**src/rtl/ooo_pkg.sv**
```systemverilog
// Shared OoO engine types: logical-op encodings, reservation-station entry layout
// and the CDB wakeup helper used by dispatch capture and in-queue wakeup alike.
package ooo_pkg;

    localparam int TAG_W   = 6;
    localparam int RS_XLEN = 32;

    localparam logic [2:0] LOGIC_XOR = 3'b100;
    localparam logic [2:0] LOGIC_OR  = 3'b110;
    localparam logic [2:0] LOGIC_AND = 3'b111;

    typedef struct packed {
        logic [RS_XLEN-1:0] val;
        logic               rdy;
        logic [TAG_W-1:0]   tag;
    } rs_src_t;

    typedef struct packed {
        logic             valid;
        logic [2:0]       op;
        rs_src_t          src1;
        rs_src_t          src2;
        logic [TAG_W-1:0] dest_tag;
    } rs_entry_t;

    // A pending source grabs the broadcast value when its producer tag is on the CDB.
    function automatic rs_src_t src_wake(input rs_src_t s, input logic cdb_v,
                                         input logic [TAG_W-1:0] cdb_t,
                                         input logic [RS_XLEN-1:0] cdb_d);
        src_wake = s;
        if (cdb_v && !s.rdy && s.tag == cdb_t) begin
            src_wake.val = cdb_d;
            src_wake.rdy = 1'b1;
        end
    endfunction

endpackage

```
**src/rtl/logical_rs_select.sv**
```systemverilog
// Lowest-index-ready priority picker: one-hot grant of the oldest ready slot plus found flag.
module logical_rs_select #(
    parameter int DEPTH = 4
) (
    input  logic [DEPTH-1:0] req_i,
    output logic [DEPTH-1:0] grant_o,
    output logic             found_o
);

    // Isolate the lowest set bit; slot 0 is the oldest entry.
    assign grant_o = req_i & (~req_i + DEPTH'(1));
    assign found_o = |req_i;

endmodule

```
**src/rtl/logical_rs.sv**
```systemverilog
// Reservation station for the logical FU: compacting age queue with CDB wakeup and oldest-ready issue.
// Optional LOGICAL_RS_PERF_EN adds saturating full/stall cycle counters.
module logical_rs #(
    parameter int XLEN  = ooo_pkg::RS_XLEN,
    parameter int DEPTH = 4,
    parameter int TAG_W = ooo_pkg::TAG_W
) (
    input  logic                       clk,
    input  logic                       rst,
    input  logic                       flush,
    input  logic                       disp_valid,
    output logic                       disp_ready,
    input  logic [2:0]                 disp_op,
    input  logic [XLEN-1:0]            disp_rs1_val,
    input  logic                       disp_rs1_rdy,
    input  logic [TAG_W-1:0]           disp_rs1_tag,
    input  logic [XLEN-1:0]            disp_rs2_val,
    input  logic                       disp_rs2_rdy,
    input  logic [TAG_W-1:0]           disp_rs2_tag,
    input  logic [TAG_W-1:0]           disp_dest_tag,
    input  logic                       cdb_valid,
    input  logic [TAG_W-1:0]           cdb_tag,
    input  logic [XLEN-1:0]            cdb_data,
    output logic                       iss_valid,
    input  logic                       iss_ready,
    output logic [2:0]                 iss_op,
    output logic [XLEN-1:0]            iss_rs1,
    output logic [XLEN-1:0]            iss_rs2,
    output logic [TAG_W-1:0]           iss_dest_tag,
`ifdef LOGICAL_RS_PERF_EN
    output logic [$clog2(DEPTH+1)-1:0] occupancy,
    output logic [31:0]                perf_full_cycles,
    output logic [31:0]                perf_stall_cycles
`else
    output logic [$clog2(DEPTH+1)-1:0] occupancy
`endif
);
    import ooo_pkg::*;

    localparam int OCC_W = $clog2(DEPTH+1);
    localparam int IDX_W = $clog2(DEPTH);

    rs_entry_t        ent_q [DEPTH];
    rs_entry_t        ent_d [DEPTH];
    rs_entry_t        woke  [DEPTH+1];
    rs_entry_t        new_ent;
    logic [OCC_W-1:0] occ_q, occ_d;
    logic [DEPTH-1:0] rdy_vec, grant;
    logic             found;
    logic [IDX_W-1:0] sel_idx;
    logic             disp_fire, iss_fire;

    always_comb begin
        for (int i = 0; i < DEPTH; i++)
            rdy_vec[i] = ent_q[i].valid && ent_q[i].src1.rdy && ent_q[i].src2.rdy;
    end

    logical_rs_select #(.DEPTH(DEPTH)) u_sel (
        .req_i   (rdy_vec),
        .grant_o (grant),
        .found_o (found)
    );

    always_comb begin
        sel_idx = '0;
        for (int i = 0; i < DEPTH; i++)
            if (grant[i]) sel_idx = IDX_W'(i);
    end

    assign disp_ready   = occ_q < OCC_W'(DEPTH);
    assign disp_fire    = disp_valid && disp_ready;
    assign iss_valid    = found;
    assign iss_fire     = found && iss_ready;
    assign iss_op       = ent_q[sel_idx].op;
    assign iss_rs1      = ent_q[sel_idx].src1.val;
    assign iss_rs2      = ent_q[sel_idx].src2.val;
    assign iss_dest_tag = ent_q[sel_idx].dest_tag;
    assign occupancy    = occ_q;

    always_comb begin
        new_ent               = '0;
        new_ent.valid         = 1'b1;
        new_ent.op            = disp_op;
        new_ent.src1.val      = disp_rs1_val;
        new_ent.src1.rdy      = disp_rs1_rdy;
        new_ent.src1.tag      = disp_rs1_tag;
        new_ent.src2.val      = disp_rs2_val;
        new_ent.src2.rdy      = disp_rs2_rdy;
        new_ent.src2.tag      = disp_rs2_tag;
        new_ent.dest_tag      = disp_dest_tag;
        new_ent.src1          = src_wake(new_ent.src1, cdb_valid, cdb_tag, cdb_data);
        new_ent.src2          = src_wake(new_ent.src2, cdb_valid, cdb_tag, cdb_data);
    end

    // Extra top slot stays empty so the shift-down reads a clean entry into the last slot.
    always_comb begin
        for (int i = 0; i < DEPTH; i++) begin
            woke[i]      = ent_q[i];
            woke[i].src1 = src_wake(ent_q[i].src1, cdb_valid && ent_q[i].valid, cdb_tag, cdb_data);
            woke[i].src2 = src_wake(ent_q[i].src2, cdb_valid && ent_q[i].valid, cdb_tag, cdb_data);
        end
        woke[DEPTH] = '0;
    end

    always_comb begin
        occ_d = occ_q + OCC_W'(disp_fire) - OCC_W'(iss_fire);
        for (int i = 0; i < DEPTH; i++) begin
            if (iss_fire && IDX_W'(i) >= sel_idx)
                ent_d[i] = woke[i+1];
            else
                ent_d[i] = woke[i];
            if (disp_fire && OCC_W'(i) == occ_q - OCC_W'(iss_fire))
                ent_d[i] = new_ent;
        end
        if (flush) begin
            occ_d = '0;
            for (int i = 0; i < DEPTH; i++) ent_d[i] = '0;
        end
    end

    always_ff @(posedge clk) begin
        if (rst) begin
            occ_q <= '0;
            for (int i = 0; i < DEPTH; i++) ent_q[i] <= '0;
        end else begin
            occ_q <= occ_d;
            ent_q <= ent_d;
        end
    end

`ifdef LOGICAL_RS_PERF_EN
    logic [31:0] perf_full_q, perf_stall_q;

    // Counters survive flush; only reset clears them.
    always_ff @(posedge clk) begin
        if (rst) begin
            perf_full_q  <= '0;
            perf_stall_q <= '0;
        end else begin
            if (occ_q == OCC_W'(DEPTH) && ~&perf_full_q)
                perf_full_q <= perf_full_q + 32'd1;
            if (found && !iss_ready && ~&perf_stall_q)
                perf_stall_q <= perf_stall_q + 32'd1;
        end
    end

    assign perf_full_cycles  = perf_full_q;
    assign perf_stall_cycles = perf_stall_q;
`endif

endmodule

```
**config.mk**
```make
export PLATFORM = sky130hd
export DESIGN_NAME = logical_rs
export DESIGN_NICKNAME = d
export VERILOG_FILES = /design/src/rtl/ooo_pkg.sv /design/src/rtl/logical_rs_select.sv /design/src/rtl/logical_rs.sv
export SDC_FILE = /design/constraint.sdc
export NUM_CORES = 1
export LEC_CHECK = 0
export CORE_MARGIN = 3
export CORE_UTILIZATION = 42
export DETAILED_ROUTE_END_ITERATION = 10
export DONT_BUFFER_PORTS = 1
export GPL_TIMING_DRIVEN = 0
export SLEW_MARGIN = 20
export SYNTH_ARGS = -nofsm -noshare
export SYNTH_HDL_FRONTEND = slang
export SYNTH_HIERARCHICAL = 1
export SYNTH_SLANG_ARGS = --single-unit
```
**constraint.sdc**
```tcl
create_clock -name clk -period 7.8 [get_ports clk]
set_input_delay 1.56 -clock clk [delete_from_list [all_inputs] [get_ports clk]]
set_output_delay 1.56 -clock clk [all_outputs]
set_load 0.01 [all_outputs]
```
==> metrics.cfg, run 1 <==
[setup_path]
crit_end=iss_rs2[31]
worst-r2r-setup-slack_ps=2770
startpoint_type=flop
worst_setup_path_end_kind=output pin
path_class=flop to output pin
startpoint=ent_q[51]$_SDFF_PP0_
crit_required_ps=6240
reg2reg_depth=12
reg2reg_from=ent_q[351]$_SDFFE_PP0P_
arrival_ps=4760
path_max_fanout=10
r2r_end=ent_q[73]$_SDFF_PP0_

[finish]
final_cell_mix=dfxtp_1, mux2i_1, o21ai_0, nor2_1, clkbuf_1
final_nets=2545
layout-drive-gt1-share_pct=5.57
utilization_pct=47.1
mostFrequentLayoutCell=dfxtp_1
area_delta_synth_final_pct=10.7
finalInstanceArea_um2=22000

[detailed_routing]
first_iter_violations=2268
remaining_drc_errors=0
routed_via_density=6.46
routedWlPerCell_um=27.8
routed_wl_um=85000
drt_pass1_iterations=6
ant_nets=0
vias=19745

[cts]
cts_made_buffers=43
cts_sinks=355
cts_max_level=2
cts_resized=0
ctsHoldBuffers=0
cts_buffer_depth=3
insertion_delay_ps=580
post-cts-setup-buffers=0
root_buffer=clkbuf_16
cts_tree=yes
path_clk_slew_ps=60

[die]
dieArea_um2=49900
die_w_um=223
die_y_um=223
row_count=79
start_util_pct=42.6
coreArea_um2=46700
ios=209

[synthesis]
syn_nets=2500
synth_area_per_cell_um2=8.39
postSynthCellCount=2366
ys_warn_count=6
synthesis.area_um2=19900

[global_routing]
grt_overflow=0
grtUsageTotal_pct=32.6
grt_pass1_wl_um=124000
grt_pass1_vias=18980
antenna_found_initial=10
grt_max_degree=13

[sta]
setup_viol_count_final=0
finalWorstPathRequiredPeriod_ps=6320
whs_ps=483
max_slew_margin_pct=18.6
finalCritPeriodShare_pct=81.0
clock_skew_ps=24.6
hold_viol=0
worst_pin_slew_ps=1220
tns_ps=0
fmax_mhz=158
drv_slew=0
rsz0062_at_grt=no

[job]
drv_cap=0

[power]
ir_worst_vdd_mv=0.139
power.density_nw_per_um2=190
leakage_nw=8.41
p_total_w=0.00418

[placement]
dp_hpwl_um=60000
place_area_um2=20600
port_buffers=0
finalWeightedCongestion=0.931

[run_status]
outcome=finished, final reports clean

[worst_hold_path]
hold_path_class=flop to flop

-- critical path, cell delays in order (launching register included) --
cell,delay [ps]
dfxtp_1,430
and3_1,240
nor4b_1,330
clkbuf_1,640
clkbuf_1,780
clkbuf_1,760
clkbuf_1,510
nand2_1,110
o21ai_0,400
-- area by class of cell --
cell class | count | area, µm²
diodes | 9 | 22.5
multi-input cells | 1756 | 11700
flip-flops and latches | 355 | 7110
clock buffers | 67 | 1250
fillers | 4623 | 24700
plain buffers | 251 | 996
well taps | 607 | 759
inverters | 4 | 15.0
clock inverters | 8 | 92.6
-- flip-flops by register name (all words and copies together) (netlist names) --
signal,flops
ent_q,352
occupancy,3
-- worst min-delay path by stage --
| stage | slack [ps] | startpoint | end | depth (start not counted) |
|---|---|---|---|---|
| 3_5_place_dp | 470 | ent_q[350]$_SDFFE_PP0P_ | ent_q[350]$_SDFFE_PP0P_ | 2 |
| 4_1_cts | 480 | ent_q[268]$_SDFFE_PP0P_ | ent_q[268]$_SDFFE_PP0P_ | 2 |
| 5_1_grt | 500 | ent_q[350]$_SDFFE_PP0P_ | ent_q[350]$_SDFFE_PP0P_ | 2 |
| 2_1_floorplan | 460 | ent_q[264]$_SDFFE_PP0P_ | ent_q[264]$_SDFFE_PP0P_ | 2 |
| 3_3_place_gp | 470 | ent_q[349]$_SDFFE_PP0P_ | ent_q[349]$_SDFFE_PP0P_ | 2 |
| 6_report | 480 | ent_q[268]$_SDFFE_PP0P_ | ent_q[268]$_SDFFE_PP0P_ | 2 |
-- metal layers --
layer  vias up  routed length [µm]  track usage [%]
met5         -                  45                0
met3       232                8610             8.58
met1      9699               34500             41.8
li1       8727                   -                -
met4         6                4600             17.4
met2      1081               37300             50.3
-- where the power goes --
part | total (W) | internal [W] | switching, W
clock | 0.00199 | 0.00116 | 0.000825
combinational | 0.000339 | 0.0000944 | 0.000245
sequential | 0.00186 | 0.00184 | 0.0000178
total | 0.00418 | 0.00310 | 0.00109
-- stage by stage --
step | worst slack (ps) | cells
after floorplan | 4100 | 2366
after CTS | 1700 | 3048
after global routing | 1500 | 3053
final | 1480 | 3057
after detailed placement | 2320 | 2973
after global placement | 2350 | 2973
No activity file was read; power rests on OpenSTA's default activity.
==> run 2: changes to the inputs <==
clock period = 5.2 ns   (was 7.8 ns; I/O delays follow)
==> metrics.cfg, run 2 (synthesis results as in run 1) <==
[cts]
cts_buffer_depth=3  ; unchanged
ctsHoldBuffers=0  ; unchanged
root_buffer=clkbuf_16  ; unchanged
path_clk_slew_ps=60  ; about the same
cts_max_level=2  ; unchanged
post-cts-setup-buffers=0  ; unchanged
cts_made_buffers=43  ; unchanged
cts_tree=yes  ; unchanged
cts_sinks=355  ; unchanged
insertion_delay_ps=580  ; about the same

[die]
ios=209  ; unchanged
die_w_um=223  ; unchanged
dieArea_um2=49900  ; unchanged
start_util_pct=42.6  ; unchanged
coreArea_um2=46700  ; unchanged
die_y_um=223  ; unchanged
row_count=79  ; unchanged

[power]
power.density_nw_per_um2=285  ; was 190 nW/µm²
pwr-share-seq_pct=44.5  ; was 44.4%
p_comb_share_pct=8.1  ; about the same
p_int_w=0.00464  ; was 0.00310 W
netSwitchingFraction_pct=25.9  ; was 26.0%
power_frac_clock_pct=47.4  ; was 47.5%
ir_worst_vdd_mv=0.208  ; was 0.139 mV
leakage_nw=8.44  ; was 8.41 nW
p_sw_w=0.00162  ; was 0.00109 W

[setup_path]
cp_cell_sequence=and3_1, or4_1, nand3b_1, inv_1, ha_1, nor3_1, nand2_1, nand2_1, buf_2, clkbuf_1, o22a_1, nor2_1  ; was and3_1, nor4b_1, clkbuf_1, clkbuf_1, clkbuf_1, clkbuf_1, nand2_1, o21ai_0
slowest_delay_ps=740  ; was 780 ps
arrival_ps=5500  ; was 4760 ps
startpoint_type=flop  ; unchanged
cp.buffers_inverters=3  ; was 4
path_class=flop to flop  ; was flop to output pin
path_max_fanout=10  ; unchanged
worst_setup_path_end_kind=flop  ; was output pin
worst_path_max_delay_cell=or4_1  ; was clkbuf_1
crit_family=simple AND/OR/NAND/NOR gates  ; was buffers and inverters
crit_top_cell=nand2_1  ; was clkbuf_1
crit_required_ps=5620  ; was 6240 ps

[detailed_routing]
remaining_drc_errors=0  ; unchanged
drt_pass1_iterations=6  ; unchanged
routedWlPerCell_um=27.8  ; about the same
vias=19724  ; was 19745
routed_via_density=6.46  ; about the same
routed_wl_um=85000  ; about the same
ant_nets=0  ; unchanged
first_iter_violations=2210  ; was 2268

[finish]
final_nets=2545  ; unchanged
top_register=ent_q  ; unchanged
layout-drive-gt1-share_pct=5.86  ; was 5.57%
final_cell_mix=dfxtp_1, mux2i_1, o21ai_0, nor2_1, clkbuf_1  ; unchanged
largest_reg_flops=352  ; unchanged
n_fill_cell=4622  ; was 4623
utilization_pct=47.2  ; was 47.1%
area_delta_synth_final_pct=10.8  ; was 10.7%
mostFrequentLayoutCell=dfxtp_1  ; unchanged
finalInstanceArea_um2=22000  ; about the same

[global_routing]
grt_pass1_wl_um=124000  ; unchanged
grt_pass1_vias=18980  ; unchanged
grtUsageTotal_pct=32.6  ; unchanged
grt_overflow=0  ; unchanged
grt_max_degree=13  ; unchanged
antenna_found_initial=10  ; unchanged

[job]
drv_cap=0  ; unchanged

[sta]
tns_ps=0  ; unchanged
drv_slew=0  ; unchanged
fmax_mhz=197
rsz0062_at_grt=no  ; unchanged
worst_pin_slew_ps=1230  ; was 1220 ps
clock_skew_ps=25.8  ; was 24.6 ps
setup_viol_count_final=0  ; unchanged
max_slew_margin_pct=18.3  ; was 18.6%
hold_viol=0  ; unchanged
finalWorstPathRequiredPeriod_ps=5080
finalCritPeriodShare_pct=97.7

[run_status]
outcome=finished, final reports clean  ; unchanged

[worst_hold_path]
hold_path_class=flop to flop  ; unchanged

[placement]
place_area_um2=20600  ; unchanged
finalWeightedCongestion=0.931  ; unchanged
dp_hpwl_um=60000  ; unchanged
port_buffers=0  ; unchanged

-- run 2: power groups by stage --
stage | Sequential (W) | Combinational, W | Clock [W]
final | 0.00279 | 0.000508 | 0.00297
after detailed placement | 0.00285 | 0.000492 | 0
after floorplan | 0.00284 | 0.000321 | 0
after CTS | 0.00279 | 0.000495 | 0.00299
after global routing | 0.00279 | 0.000538 | 0.00308
after global placement | 0.00284 | 0.000486 | 0
-- run 2: final cells by class --
class / count / area [µm²] / share of cell area [%]
Tap cell: 607 / 759 / 3.45
Multi-Input combinational cell: 1756 / 11700 / 53.4
Inverter: 4 / 15.0 / 0.0682
Buffer: 251 / 1010 / 4.60
Clock inverter: 8 / 92.6 / 0.421
Sequential cell: 355 / 7110 / 32.3
Clock buffer: 67 / 1250 / 5.68
Antenna cell: 7 / 17.5 / 0.0796
-- run 2: routing by layer --
metal | GRT usage [%] | share of wire (%) | vias to the layer above | routed length [µm]
li1 | - | - | 8710 | -
met1 | 41.8 | 40 | 9659 | 34400
met2 | 50.3 | 44 | 1093 | 37100
met3 | 8.58 | 10 | 254 | 8680
met4 | 17.4 | 5.7 | 8 | 4810
met5 | 0 | 0.068 | - | 58
-- run 2: metrics by stage --
step	hold slack (ps)	setup WS, ps	total power (W)	instances
6_report	482	119	0.00627	3055
5_1_grt	505	16.5	0.00641	3053
4_1_cts	481	61.0	0.00627	3048
3_5_place_dp	473	244	0.00334	2973
3_3_place_gp	469	270	0.00333	2973
2_1_floorplan	458	1840	0.00316	2366
-- run 2: worst paths after layout --
| path | from | end | slack [ps] | depth (start not counted) |
|---|---|---|---|---|
| max | ent_q[351]$_SDFFE_PP0P_ | ent_q[73]$_SDFF_PP0_ | 120 | 12 |
| min | ent_q[268]$_SDFFE_PP0P_ | ent_q[268]$_SDFFE_PP0P_ | 480 | 2 |
| max reg2reg | ent_q[351]$_SDFFE_PP0P_ | ent_q[73]$_SDFF_PP0_ | 120 | 12 |
| min reg2reg | ent_q[268]$_SDFFE_PP0P_ | ent_q[268]$_SDFFE_PP0P_ | 480 | 2 |
-- run 2: worst reg2reg max path: stages, from the launching register on --
cell      delay, ps
dfxtp_1         330
and3_1          250
or4_1           740
nand3b_1        260
inv_1            70
ha_1            290
nor3_1          530
nand2_1         660
nand2_1         420
buf_2           400
clkbuf_1        670
o22a_1          260
nor2_1           40
-- run 2: what timing repair did --
| item | in CTS | in global routing |
|---|---|---|
| setup endpoints to repair | 70 | 32 |
| gates cloned | 0 | 0 |
| resized for setup | 3 | 13 |
